`src/rtl/pc_sequencer.sv`:
```
// Program-counter sequencer: sequential, branch, jump, call and return next-PC
// selection with a circular return-address stack and sticky overflow/underflow flag.
module pc_sequencer #(
  parameter int unsigned      XLEN         = 64,
  parameter int unsigned      STEP         = 4,
  parameter int unsigned      IMM_SHIFT    = 0,
  parameter logic [XLEN-1:0]  RESET_VECTOR = '0,
  parameter int unsigned      RAS_DEPTH    = 8
) (
  input  logic            clk,
  input  logic            rst,
  input  logic            stall,
  input  logic [2:0]      mode,
  input  logic [XLEN-1:0] imm,
  input  logic [XLEN-1:0] target,
  output logic [XLEN-1:0] pc,
  output logic            pc_valid,
  output logic            ras_empty,
  output logic            ras_full,
  output logic            ras_err
);

  localparam int unsigned PW = $clog2(RAS_DEPTH);
  localparam int unsigned CW = PW + 1;

  localparam logic [2:0] MODE_BRANCH = 3'b001;
  localparam logic [2:0] MODE_JUMP   = 3'b010;
  localparam logic [2:0] MODE_CALL   = 3'b011;
  localparam logic [2:0] MODE_RET    = 3'b100;

  logic [XLEN-1:0] pc_q, pc_d;
  logic            valid_q;
  logic [CW-1:0]   cnt_q, cnt_d;
  logic [PW-1:0]   sp_q, sp_d;
  logic            err_q, err_d;
  logic            push;
  logic            advance;
  logic            full;
  logic [XLEN-1:0] seq_pc;
  logic [PW-1:0]   sp_top;
  logic [XLEN-1:0] ras_q [RAS_DEPTH];

  assign advance = valid_q & ~stall;
  assign full    = (cnt_q == CW'(RAS_DEPTH));
  assign seq_pc  = pc_q + XLEN'(STEP);
  assign sp_top  = sp_q - PW'(1);

  // sp_q names the next free slot; once full it also names the oldest entry,
  // so a push on a full stack overwrites the oldest without extra bookkeeping.
  always_comb begin
    pc_d  = pc_q;
    cnt_d = cnt_q;
    sp_d  = sp_q;
    err_d = err_q;
    push  = 1'b0;
    if (advance) begin
      case (mode)
        MODE_BRANCH: pc_d = pc_q + (imm << IMM_SHIFT);
        MODE_JUMP:   pc_d = target;
        MODE_CALL: begin
          push = 1'b1;
          pc_d = target;
          sp_d = sp_q + PW'(1);
          if (full) err_d = 1'b1;
          else      cnt_d = cnt_q + CW'(1);
        end
        MODE_RET: begin
          if (cnt_q != '0) begin
            pc_d  = ras_q[sp_top];
            sp_d  = sp_top;
            cnt_d = cnt_q - CW'(1);
          end else begin
            pc_d  = target;
            err_d = 1'b1;
          end
        end
        default: pc_d = seq_pc;
      endcase
    end
  end

  always_ff @(posedge clk) begin
    if (rst) begin
      pc_q    <= RESET_VECTOR;
      valid_q <= 1'b0;
      cnt_q   <= '0;
      sp_q    <= '0;
      err_q   <= 1'b0;
    end else begin
      pc_q    <= pc_d;
      valid_q <= 1'b1;
      cnt_q   <= cnt_d;
      sp_q    <= sp_d;
      err_q   <= err_d;
    end
  end

  always_ff @(posedge clk) begin
    if (push && !rst) ras_q[sp_q] <= seq_pc;
  end

  assign pc        = pc_q;
  assign pc_valid  = valid_q;
  assign ras_empty = (cnt_q == '0);
  assign ras_full  = full;
  assign ras_err   = err_q;

endmodule
```
`config.mk`:
```
export PLATFORM = sky130hd
export DESIGN_NAME = pc_sequencer
export DESIGN_NICKNAME = d
export VERILOG_FILES = /design/src/rtl/pc_sequencer.sv
export SDC_FILE = /design/constraint.sdc
export NUM_CORES = 1
export LEC_CHECK = 0
export ABC_AREA = 1
export BUFFER_PORTS_ARGS = -buffer_cell sky130_fd_sc_hd__buf_2
export CORE_ASPECT_RATIO = 0.5
export CORE_MARGIN = 8
export CORE_UTILIZATION = 55
export CTS_BUF_LIST = sky130_fd_sc_hd__clkbuf_4 sky130_fd_sc_hd__clkbuf_8
export CTS_CLUSTER_DIAMETER = 30
export CTS_CLUSTER_SIZE = 10
export DETAILED_ROUTE_END_ITERATION = 10
export PLACE_DENSITY = 0.76
export SYNTH_ARGS = -nofsm -noshare
export SYNTH_HDL_FRONTEND = slang
export SYNTH_SLANG_ARGS = --single-unit
```
`constraint.sdc`:
```
create_clock -name clk -period 6.5 [get_ports clk]
set_input_delay 1.3 -clock clk [delete_from_list [all_inputs] [get_ports clk]]
set_output_delay 1.3 -clock clk [all_outputs]
set_load 0.01 [all_outputs]
```
Word-level counts from Yosys, hierarchy flattened. Memories as Yosys holds them, arrays and structs flattened. Index checks and enable logic that the tools add are counted.

Flip-flop bits (word level): 73. RAM bits: 512. Bits of input ports: 134. Output and inout port bits: 68. Word-level logic and storage cells: 47. Memories kept: 1.

Add/sub/neg operators: 6. Equal/unequal tests: 9. Muxes and demuxes: 15. Bitwise logic cells: 2. Reductions and logical operators: 9.

Memory list: ras_q (depth 8, width 64, read ports 1, clocked after memory_dff 0, write ports 1, line 41) `logic [XLEN-1:0] ras_q [RAS_DEPTH];`.

Operators with widths (number): $pmux W64 S3 (1); $add A64 B3 Y64 const B (1); $add A64 B64 Y64 (1); $mux W64 (1); $mux W4 (2); $ne A2 B2 Y1 const B (4); $pmux W4 S2 (1); $reduce_and A4 Y1 (2); $mux W1 (7); $eq A3 B2 Y1 const B (2); $pmux W3 S2 (1); $add A4 B1 Y4 const B (1); $eq A4 B4 Y1 const B (1); $logic_not A4 Y1 (1); $reduce_bool A4 Y1 (1); $sub A4 B1 Y4 const B (1); $add A3 B1 Y3 const B (1); $eq A3 B1 Y1 const B (1); $eq A3 B3 Y1 const B (1); $mux W3 (1); $reduce_and A3 Y1 (1); $sub A3 B1 Y3 const B (1); $pmux W1 S2 (1); $reduce_bool A2 Y1 (1); 5 further kinds (5).

Longest topological paths before layout.
Depth after elaboration: 6. Gate-level depth with buffers: 19.

Least setup slack after synthesis. No wires, ideal clock.

Path kind: input -> register. Start point: input stall. End point: memory ras_q[3][0] (enable). Setup time: 0.565 ns. Arrival: 6.407 ns. Setup slack: -0.472 ns. Stages: 5. Path buffers: 0. Cell sequence: nor2_1 -> nand2_1 -> nor2_1 -> nand2_1 -> nor3_1.

Longest elaborated chain between the ends: 6.

RTL lines: from (decl) (line 12) `input logic stall,`; $not A1 Y1 (line 43) `assign advance = valid_q & ~stall;`; $and A1 B1 Y1 (line 43); $mux W1 (line 56) `if (advance) begin`; $logic_and A1 B1 Y1 (line 99) `if (push && !rst) ras_q[sp_q] <= seq_pc;`; $mux W1 (line 99); $mux W1 (implied by the code) (line 99); to (decl) (line 41).

Every way passes these cells.

Worst setup path in the final report.
Start point: register sp_q[0]. End point: register pc_q[27], in the netlist pc[27].

Longest elaborated chain between the ends: 4.

RTL lines: from (decl) (line 34) `logic [PW-1:0] sp_q, sp_d;`; from (signal assigned) (line 93) `sp_q <= sp_d;`; $sub A3 B1 Y3 (line 46) `assign sp_top = sp_q - PW'(1);`; $mem_v2 Z8 W64; $mux W64 (line 68) `if (cnt_q != '0) begin`; $pmux W64 S3 (line 57) `case (mode)`; to (signal assigned) (line 90) `pc_q <= pc_d;`; to (decl) (line 31) `logic [XLEN-1:0] pc_q, pc_d;`.

Every way passes these cells. A chain may end at the register's enable or synchronous reset.

==> impl_metrics.env <==
export IMPL_wl_um=111000
export IMPL_via_count=27500
export IMPL_gr_total_overflow=0
export IMPL_cts_htree_levels=3
export IMPL_holdCritPathClass="reg2reg"
export IMPL_synth_area_mm2=0.0313
export IMPL_hold_viol_final=0
export IMPL_syn_nets=3822
export IMPL_syn_avg_cell_area_um2=8.66
export IMPL_drt_iter0_markers=4013
export IMPL_cts_hold_buffers=0
export IMPL_p_leak_uw=0.0140
export IMPL_crit_slowest_cell="buf_4"
export IMPL_numPortBuffers=201
export IMPL_first_pass_iters=7
export IMPL_max_freq_mhz=231
export IMPL_fill_cells=4716
export IMPL_cts_resized_gates=0
export IMPL_crit_family="buffers and inverters"
export IMPL_critical_path_max_stage_delay_ps=760
export IMPL_crit_arrival_ps=4930
export IMPL_cts_reportedPaths_clkPinSlew_ps=60
export IMPL_synthFlopType="edfxtp_1"
export IMPL_max_cap_violations=0
export IMPL_dieHeight_um=185
export IMPL_synth_seq_area_share_pct=53.7
export IMPL_maxSlewViolCount=0
export IMPL_synth_seq_cells=585
export IMPL_hold_depth=1
export IMPL_area_delta_synth_final_pct=11.8
export IMPL_period_share_pct=66.7
export IMPL_synth_edf_count=512
export IMPL_cp_start_kind="register"
export IMPL_drtAntennaViolNets=0
export IMPL_insertion_delay_ps=690
export IMPL_final_min_clock_period_ps=4340
export IMPL_postCtsSetupBuffers=0
export IMPL_wire_per_inst_um=24.1
export IMPL_yosysWarnings=0
export IMPL_grt_usage_pct=32.7
export IMPL_slew_limit_headroom_pct=4.14
export IMPL_synth_cell_type_count=56
export IMPL_synth_top_area_cell="edfxtp_1"
export IMPL_drive_gt1_share_pct=12.9
export IMPL_mostFrequentLayoutCells="nand2_1, edfxtp_1, nor2_1"
export IMPL_start_util_pct=56.0
export IMPL_ys_top_cells_by_area="edfxtp_1, nand2_1, nor2_1"
export IMPL_via_per_inst=5.95
export IMPL_cts_tree="done"
export IMPL_endpoint_kind="register"
export IMPL_core_mm2=0.0559
export IMPL_num_rows=61
export IMPL_synthCells=3618
export IMPL_synth_top_cell_area_share_pct=49.1
export IMPL_ios=202
export IMPL_path_class="reg2reg"
export IMPL_grt_pass1_wl_um=161000
export IMPL_die_area_mm2=0.0653
export IMPL_cp_max_fo=77
export IMPL_crit_required_ps=7100
export IMPL_async_flop_share_pct=0
export IMPL_fin_worst_skew_ps=31.6
export IMPL_clock_sinks=585
export IMPL_r2r_cells=11
export IMPL_dp_hpwl_um=79000
export IMPL_power_total_uw=8420
export IMPL_worst_path_buf_inv=3
export IMPL_cp_depth=11
export IMPL_status="completed"
export IMPL_peakVddDrop_mv=0.197
export IMPL_cts_buffer_depth=3
export IMPL_tightest_slew_ps=1430
export IMPL_antenna_found_initial=3
export IMPL_final_setup_viol_count=0
export IMPL_first_global_vias=25700
export IMPL_seq_area_mm2=0.0168
export IMPL_place_congestion=1.01
export IMPL_numCtsBuffers=92
export IMPL_drc_errors=0
export IMPL_powerDensity_mw_per_mm2=241
export IMPL_die_w_um=354
export IMPL_layout_commonest_cell="nand2_1"
export IMPL_rsz0062_at_grt="false"
export IMPL_grt_max_degree=99
export IMPL_fin_hold_ws_ps=491
export IMPL_root_buffer="clkbuf_8"
export IMPL_multi_input_area_mm2=0.0125
export IMPL_worstPathCellList="inv_6, ha_4, buf_4, buf_4, o21ai_0, o21ai_0, o221ai_1, nand2_1, o21bai_1, nand3_1, a21oi_1"
export IMPL_nNetsFinal=4002
power by group:
part / internal [uW] / switching (uW) / total (uW) / leakage (uW)
Clock: 1750 / 1600 / 3350 / 0.000973
Sequential: 4100 / 72.8 / 4180 / 0.00520
Combinational: 261 / 637 / 898 / 0.00786
area by class of cell:
cell class              count  share of cell area [%]
diodes                      2                  0.0143
clock buffers             101                    3.81
clock inverters            65                    1.79
inverters                 397                    4.27
multi-input cells        2487                    35.6
flip-flops and latches    585                    48.1
well taps                 756                    2.70
repair buffers            235                    3.67
Yosys cell counts, types with 22 or more instances:
cell type and count:
clkbuf_1 103, nand2_1 800, nand4_1 26, dfxtp_1 73
ha_1 68, o22ai_1 75, o21ai_0 311, inv_2 22
nor2_1 493, edfxtp_1 512, nand3_1 165, o211ai_1 48
o221ai_1 26, nor3_1 59, a211oi_1 24, o21ai_1 24
buf_2 36, or2_2 37, a21oi_1 170, inv_1 369
xor2_1 38
stage by stage:
step / setup WS (ps) / utilization (%) / setup TNS (ps) / instances / area [um2]
after floorplan: -472 / - / -239270 / 3618 / 31300
after global placement: 2410 / 59.1 / 0 / 4460 / 33000
after detailed placement: 2390 / 59.1 / 0 / 4460 / 33000
after CTS: 2410 / 62.6 / 0 / 4626 / 35000
after global routing: 2030 / 62.6 / 0 / 4627 / 35000
final: 2160 / 62.6 / 0 / 4628 / 35000
registers in the layout, summed over array words and instances, names as in the netlist:
| name | count |
|---|---|
| cnt_q | 4 |
| pc | 64 |
| pc_valid | 1 |
| ras_err | 1 |
| ras_q | 512 |
| sp_q | 3 |
routing by layer:
| metal | GRT usage (%) | wire length (um) |
|---|---|---|
| met1 | 46.6 | 44700 |
| met2 | 45.4 | 44800 |
| met3 | 14.4 | 19100 |
| met4 | 8.10 | 2610 |
| met5 | 0.666 | 58 |
cell families after synthesis:
| kind of cell | count (synthesis) | synth area share (%) |
|---|---|---|
| buffers and inverters | 546 | 6.71 |
| AO/OA/AOI/OAI | 734 | 13.4 |
| adder cells (fa/ha/maj) | 70 | 2.84 |
| AND/OR/NAND/NOR | 1632 | 21.8 |
| XOR/XNOR | 51 | 1.47 |
| flip-flops | 585 | 53.7 |
path summary, 6_finish.rpt:
kind	start	end	slack [ps]
min reg2reg	cnt_q[3]	cnt_q[3]	490
max	sp_q[0]	pc[27]	2160
max reg2reg	sp_q[0]	pc[27]	2160
min	cnt_q[3]	cnt_q[3]	490
Note: power is estimated with default switching activity, not from simulation.
